File: src/rtl/sync_fifo_wrapper_pkg.sv
// Shared definitions for the first-word-fall-through FIFO.
//   - Default geometry for instances that do not override WIDTH/DEPTH.
//   - Encoding of the per-cycle FIFO operation (push, pop, both or none),
//     used by the control logic to pick pointer and occupancy updates.
package sync_fifo_wrapper_pkg;

  localparam int unsigned DefaultWidth = 8;
  localparam int unsigned DefaultDepth = 128;

  // Bit 0 = push, bit 1 = pop, so the encoding is just {pop, push}.
  typedef enum logic [1:0] {
    OpNone = 2'b00,
    OpPush = 2'b01,
    OpPop  = 2'b10,
    OpBoth = 2'b11
  } fifo_op_e;

  function automatic fifo_op_e decode_op(input logic push, input logic pop);
    return fifo_op_e'({pop, push});
  endfunction

endpackage

File: src/rtl/sync_fifo_wrapper_ram.sv
// Storage array for sync_fifo_wrapper.
// Simple dual-port memory: synchronous write, asynchronous read, no reset.
// Ports:
//   clk_i    write clock
//   we_i     write enable
//   waddr_i  write address
//   wdata_i  write data
//   raddr_i  read address
//   rdata_o  read data, combinational from raddr_i
module sync_fifo_wrapper_ram #(
  parameter int unsigned WIDTH = 8,
  parameter int unsigned DEPTH = 128,
  parameter int unsigned AddrW = $clog2(DEPTH)
) (
  input  logic             clk_i,
  input  logic             we_i,
  input  logic [AddrW-1:0] waddr_i,
  input  logic [WIDTH-1:0] wdata_i,
  input  logic [AddrW-1:0] raddr_i,
  output logic [WIDTH-1:0] rdata_o
);

  logic [WIDTH-1:0] mem_q [DEPTH];

  // Contents are deliberately left uncleared on reset; the control logic
  // never exposes an entry that has not been written since reset.
  always_ff @(posedge clk_i) begin
    if (we_i) begin
      mem_q[waddr_i] <= wdata_i;
    end
  end

  assign rdata_o = mem_q[raddr_i];

endmodule

File: src/rtl/sync_fifo_wrapper.sv
// Single-clock first-word-fall-through FIFO with valid/ready on both sides.
// Buffers a byte stream between a producer and a consumer so that stalls on
// one side do not propagate combinationally to the other.
// Ports:
//   clk           system clock, rising edge
//   reset         asynchronous active-high reset; flushes all buffered words
//   input_data    write-side data
//   input_valid   write-side data valid
//   input_ready   FIFO can accept a word (low while full or in reset)
//   output_data   word at the FIFO head, zero when empty
//   output_valid  FIFO holds at least one word
//   output_ready  consumer accepts the head word
module sync_fifo_wrapper
  import sync_fifo_wrapper_pkg::*;
#(
  parameter int unsigned WIDTH = DefaultWidth,
  parameter int unsigned DEPTH = DefaultDepth
) (
  input  logic             clk,
  input  logic             reset,
  input  logic [WIDTH-1:0] input_data,
  input  logic             input_valid,
  output logic             input_ready,
  output logic [WIDTH-1:0] output_data,
  output logic             output_valid,
  input  logic             output_ready
);

  localparam int unsigned PtrW = $clog2(DEPTH);
  localparam int unsigned CntW = $clog2(DEPTH + 1);

  localparam logic [PtrW-1:0] LastPtr = PtrW'(DEPTH - 1);
  localparam logic [CntW-1:0] FullCnt = CntW'(DEPTH);

  // Explicit wrap so non-power-of-two depths work.
  function automatic logic [PtrW-1:0] ptr_inc(input logic [PtrW-1:0] ptr);
    return (ptr == LastPtr) ? '0 : ptr + PtrW'(1);
  endfunction

  logic [PtrW-1:0] rd_ptr_q, rd_ptr_d;
  logic [PtrW-1:0] wr_ptr_q, wr_ptr_d;
  logic [CntW-1:0] count_q, count_d;

  logic             full, empty;
  logic             push, pop;
  fifo_op_e         op;
  logic [WIDTH-1:0] head_data;

  // Status depends only on registered occupancy, so there is no
  // combinational path from output_ready to input_ready, nor from
  // input_valid to output_valid.
  assign full  = (count_q == FullCnt);
  assign empty = (count_q == '0);

  always_comb begin
    input_ready  = !reset && !full;
    output_valid = !empty;
    output_data  = output_valid ? head_data : '0;
  end

  assign push = input_valid && input_ready;
  assign pop  = output_valid && output_ready;
  assign op   = decode_op(push, pop);

  always_comb begin
    rd_ptr_d = rd_ptr_q;
    wr_ptr_d = wr_ptr_q;
    count_d  = count_q;
    unique case (op)
      OpPush: begin
        wr_ptr_d = ptr_inc(wr_ptr_q);
        count_d  = count_q + CntW'(1);
      end
      OpPop: begin
        rd_ptr_d = ptr_inc(rd_ptr_q);
        count_d  = count_q - CntW'(1);
      end
      // Both only happens with 0 < count < DEPTH, so the addresses differ
      // and occupancy is unchanged.
      OpBoth: begin
        wr_ptr_d = ptr_inc(wr_ptr_q);
        rd_ptr_d = ptr_inc(rd_ptr_q);
      end
      OpNone: begin
      end
      default: begin
      end
    endcase
  end

  always_ff @(posedge clk or posedge reset) begin
    if (reset) begin
      rd_ptr_q <= '0;
      wr_ptr_q <= '0;
      count_q  <= '0;
    end else begin
      rd_ptr_q <= rd_ptr_d;
      wr_ptr_q <= wr_ptr_d;
      count_q  <= count_d;
    end
  end

  sync_fifo_wrapper_ram #(
    .WIDTH (WIDTH),
    .DEPTH (DEPTH),
    .AddrW (PtrW)
  ) u_ram (
    .clk_i   (clk),
    .we_i    (push),
    .waddr_i (wr_ptr_q),
    .wdata_i (input_data),
    .raddr_i (rd_ptr_q),
    .rdata_o (head_data)
  );

  a_count_bound : assert property (@(posedge clk) disable iff (reset) count_q <= FullCnt);
  a_no_push_full : assert property (@(posedge clk) disable iff (reset) !(push && full));
  a_no_pop_empty : assert property (@(posedge clk) disable iff (reset) !(pop && empty));

endmodule

File: config.mk
export PLATFORM = sky130hd
export DESIGN_NAME = sync_fifo_wrapper
export DESIGN_NICKNAME = d
export VERILOG_FILES = /design/src/rtl/sync_fifo_wrapper_pkg.sv /design/src/rtl/sync_fifo_wrapper_ram.sv /design/src/rtl/sync_fifo_wrapper.sv
export SDC_FILE = /design/constraint.sdc
export NUM_CORES = 1
export LEC_CHECK = 0
export CAP_MARGIN = 10
export CORE_AREA = 2 2 304 306
export DETAILED_ROUTE_END_ITERATION = 10
export DIE_AREA = 0 0 306 308
export GPL_TIMING_DRIVEN = 0
export HOLD_SLACK_MARGIN = 0.02
export SLEW_MARGIN = 0
export SYNTH_ARGS = -nofsm -noshare
export SYNTH_HDL_FRONTEND = slang
export SYNTH_SLANG_ARGS = --single-unit
File: constraint.sdc
create_clock -name clk -period 2.9 [get_ports clk]
set_clock_uncertainty 0.05 [all_clocks]
set_input_delay 0.58 -clock clk [delete_from_list [all_inputs] [get_ports clk]]
set_output_delay 0.58 -clock clk [all_outputs]
set_load 0.03 [all_outputs]
==> results.json <==
{
  "r2r_end": "u_ram.mem_q[11][1]",
  "yosys_warnings": 0,
  "ios": 22,
  "gp_congestion": 1.05,
  "reg2reg_from": "count_q[4]",
  "grt_max_degree": 85,
  "viasPerCell": 5.98,
  "slew_headroom_pct": 22.3,
  "dieArea_um2": 94200,
  "initial_core_util_pct": 45.6,
  "port_buffers": 21,
  "drt-total-wl_mm": 108,
  "synth_edf_count": 1024,
  "initialDrtViolationCount": 2632,
  "drv_slew": 0,
  "crit_type": "reg2out",
  "grt_use_total_pct": 22.9,
  "syn-cell-area_um2": 41500,
  "crit_fanout": 8,
  "reg2reg_slack_ps": -10,
  "holdWs_ps": 367,
  "place_hpwl_mm": 70.5,
  "clock.fmax_mhz": 251,
  "fillCellCount": 6917,
  "rows": 111,
  "vias": 21537,
  "final-setup-viol-count": 12,
  "vdd_drop_max_mv": 1.52,
  "wl_per_cell_um": 30.0,
  "syn-num-nets": 2169,
  "grt_pass1_vias": 21736,
  "finalNetCount": 2346,
  "grt_antenna_before_repair": 1,
  "hold_depth": 1,
  "worst_path_max_delay_cell": "dfrtp_1",
  "postRouteAntennaNets": 0,
  "min_period_ps": 3990,
  "maxCapViolCount": 0,
  "clock_latency_ps": 670,
  "p_leak_nw": 15.7,
  "r2r_cells": 7,
  "critPathMaxStageDelay_ps": 440,
  "critPathRequiredTime_ps": 2270,
  "synth_top_area_cell": "edfxtp_1",
  "finalHoldViolCount": 0,
  "ys_seq_area_share_pct": 75.4,
  "period_share_pct": 138,
  "cts.sink_count": 1046,
  "ys.flop_type": "edfxtp_1",
  "syn_inst": 2150,
  "grt_pass1_wl_mm": 154,
  "min_path_type": "in2reg",
  "violations": "setup timing",
  "overflow": 0,
  "worst_hold_startpoint": "input_data[5]",
  "syn_area_per_cell_um2": 19.3,
  "timing.final.ws_setup_ps": -1090,
  "htreeDepth": 3,
  "tritoncts": "yes",
  "synth_cell_type_count": 56,
  "drcViolationCount": 0,
  "drtPass1Iterations": 6,
  "cts_max_path_buffers": 3,
  "synth_top_cell_area_share_pct": 74.1,
  "status": "finished with violations",
  "die-width_um": 306,
  "numCtsBuffers": 102,
  "clk_pin_slew_ps": 60,
  "drive_above_1_share_pct": 31.4,
  "crit_chain": "buf_8 -> buf_12 -> buf_16 -> buf_12 -> mux2i_4 -> a221oi_4 -> o21ai_1 -> a21oi_2 -> o22ai_2 -> a41oi_4 -> buf_6",
  "synth_async_sr_flop_share_pct": 2.10,
  "worst_pin_slew_ps": 1170,
  "cts-hold-fix-buffers": 0,
  "synth_area_leaders": "edfxtp_1 (74%), mux4_2 (8.5%), mux2i_1 (4.7%), nor2_1 (1.5%), dfrtp_1 (1.3%)",
  "hold_path_end": "u_ram.mem_q[67][5]",
  "core_um2": 91000,
  "p_per_area_nw_per_um2": 930,
  "dieHeight_um": 308,
  "end_kind": "primary output",
  "arrival_ps": 3360,
  "cpMostUsedCell": "buf_12",
  "tns_ps": -8390,
  "cts_root_buf": "clkbuf_16",
  "ys_ff_latch": 1046,
  "worstSetupStartpointType": "flop",
  "area_growth_pct": 19.1,
  "grt_setup_unrepaired": "yes"
}
-- how the worst max path moves through the flow --
stage                        startpoint                   to  slack, ps  cells after the start
after floorplan              count_q[4]           count_q[6]         60                     13
after global placement    input_data[1]  u_ram.mem_q[108][1]      -2730                      1
after detailed placement    rd_ptr_q[3]       output_data[4]      -1740                      8
after CTS                   rd_ptr_q[1]       output_data[7]      -1060                     11
after global routing        rd_ptr_q[0]       output_data[3]      -1080                     10
final                       rd_ptr_q[1]       output_data[7]      -1090                     11
-- Yosys cell counts, drive strengths merged, types with 8 or more instances --
master and count:
o31ai 8, mux4 174, nand4 11, edfxtp 1024
nor2 168, mux2i 197, nand3 36, a21oi 48
buf 91, clkbuf 31, a22oi 66, nand2 75
a31oi 10, xnor2 13, o21ai 31, inv 8
dfrtp 22, a221oi 15, a41oi 8, nor2b 16
mux2 10, o22ai 33
-- state kept, by name, summed over array words and instances, names as in the netlist --
| signal | count |
|---|---|
| rd_ptr_q | 7 |
| u_ram.mem_q | 1024 |
| wr_ptr_q | 7 |
| count_q | 8 |
-- routing by layer --
| layer | part of all wire (%) | up-vias | routed length (um) | track usage [%] |
|---|---|---|---|---|
| li1 | - | 9140 | - | - |
| met1 | 42 | 11424 | 45100 | 31.7 |
| met2 | 48 | 801 | 51700 | 36.7 |
| met3 | 7.1 | 172 | 7650 | 4.23 |
| met4 | 3.3 | 0 | 3540 | 8.29 |
| met5 | 0 | - | 0 | 0 |
-- logic make-up (layout without fill, tap and decap cells) --
kind of cell,count (synthesis),in the layout,share of synthesized area (%)
mux,381,381,14.6
xor+xnor,20,20,0.422
other cells,0,1,0
compound gates,229,229,3.64
fa+ha+maj,7,7,0.211
flops,1046,1046,75.4
buf+inv,132,395,2.19
simple gates,335,335,3.52
-- metrics by stage --
step	instances	instance area (um2)	util, %	power [mW]	worst slack (ps)
6_report	3600	49400	54.3	46.0	-1090
5_1_grt	3600	49400	54.3	47.3	-1080
4_1_cts	3577	48700	53.6	45.6	-1060
3_5_place_dp	3365	43400	47.7	29.7	-1740
3_3_place_gp	3357	43200	47.5	29.7	-2730
2_1_floorplan	2150	41500	-	24.8	58.9
-- power breakdown --
group | internal, mW | switching [mW]
Combinational | 6.43 | 9.23
Clock | 7.71 | 5.60
Sequential | 16.8 | 0.165
-- layout make-up --
type,instances,area [um2],share of cell area (%)
buffer,119,1240,2.50
timing repair buffer,77,961,1.94
sequential,1046,31300,63.3
inverter,9,37.5,0.0759
tap,1186,1480,3.00
antenna,1,2.50,0.00506
clock inverter,67,623,1.26
clock buffer,123,2750,5.56
multi-input combinational,972,11000,22.3
-- worst max-delay path, delay by kind of cell (launching register included) --
kind	cells	cell delay (ps)
muxes	1	180
buffers and inverters	5	810
DFF	1	440
AOI/OAI and AO/OA	5	1240
-- what timing repair did --
item                                    in CTS  in global routing
endpoints found under the setup margin     940                421
cloned                                       4                  2
setup buffers                               21                 22
pin swaps                                   52                 34
gates resized for setup                    465                115
-- cells in the final DEF (no fill, tap or decap), drive strengths merged, types with 13 or more instances in the layout --
cell type / synthesis / layout
xnor2: 13 / 13
mux4: 174 / 174
nand2: 75 / 75
nor2b: 16 / 16
nor2: 168 / 168
clkbuf: 31 / 151
o22ai: 33 / 33
a21oi: 48 / 48
clkinv: 1 / 49
o21ai: 31 / 31
a221oi: 15 / 15
nand3: 36 / 36
a22oi: 66 / 66
edfxtp: 1024 / 1024
buf: 91 / 163
dfrtp: 22 / 22
mux2i: 197 / 197
Note: power is estimated with default switching activity, not from simulation.
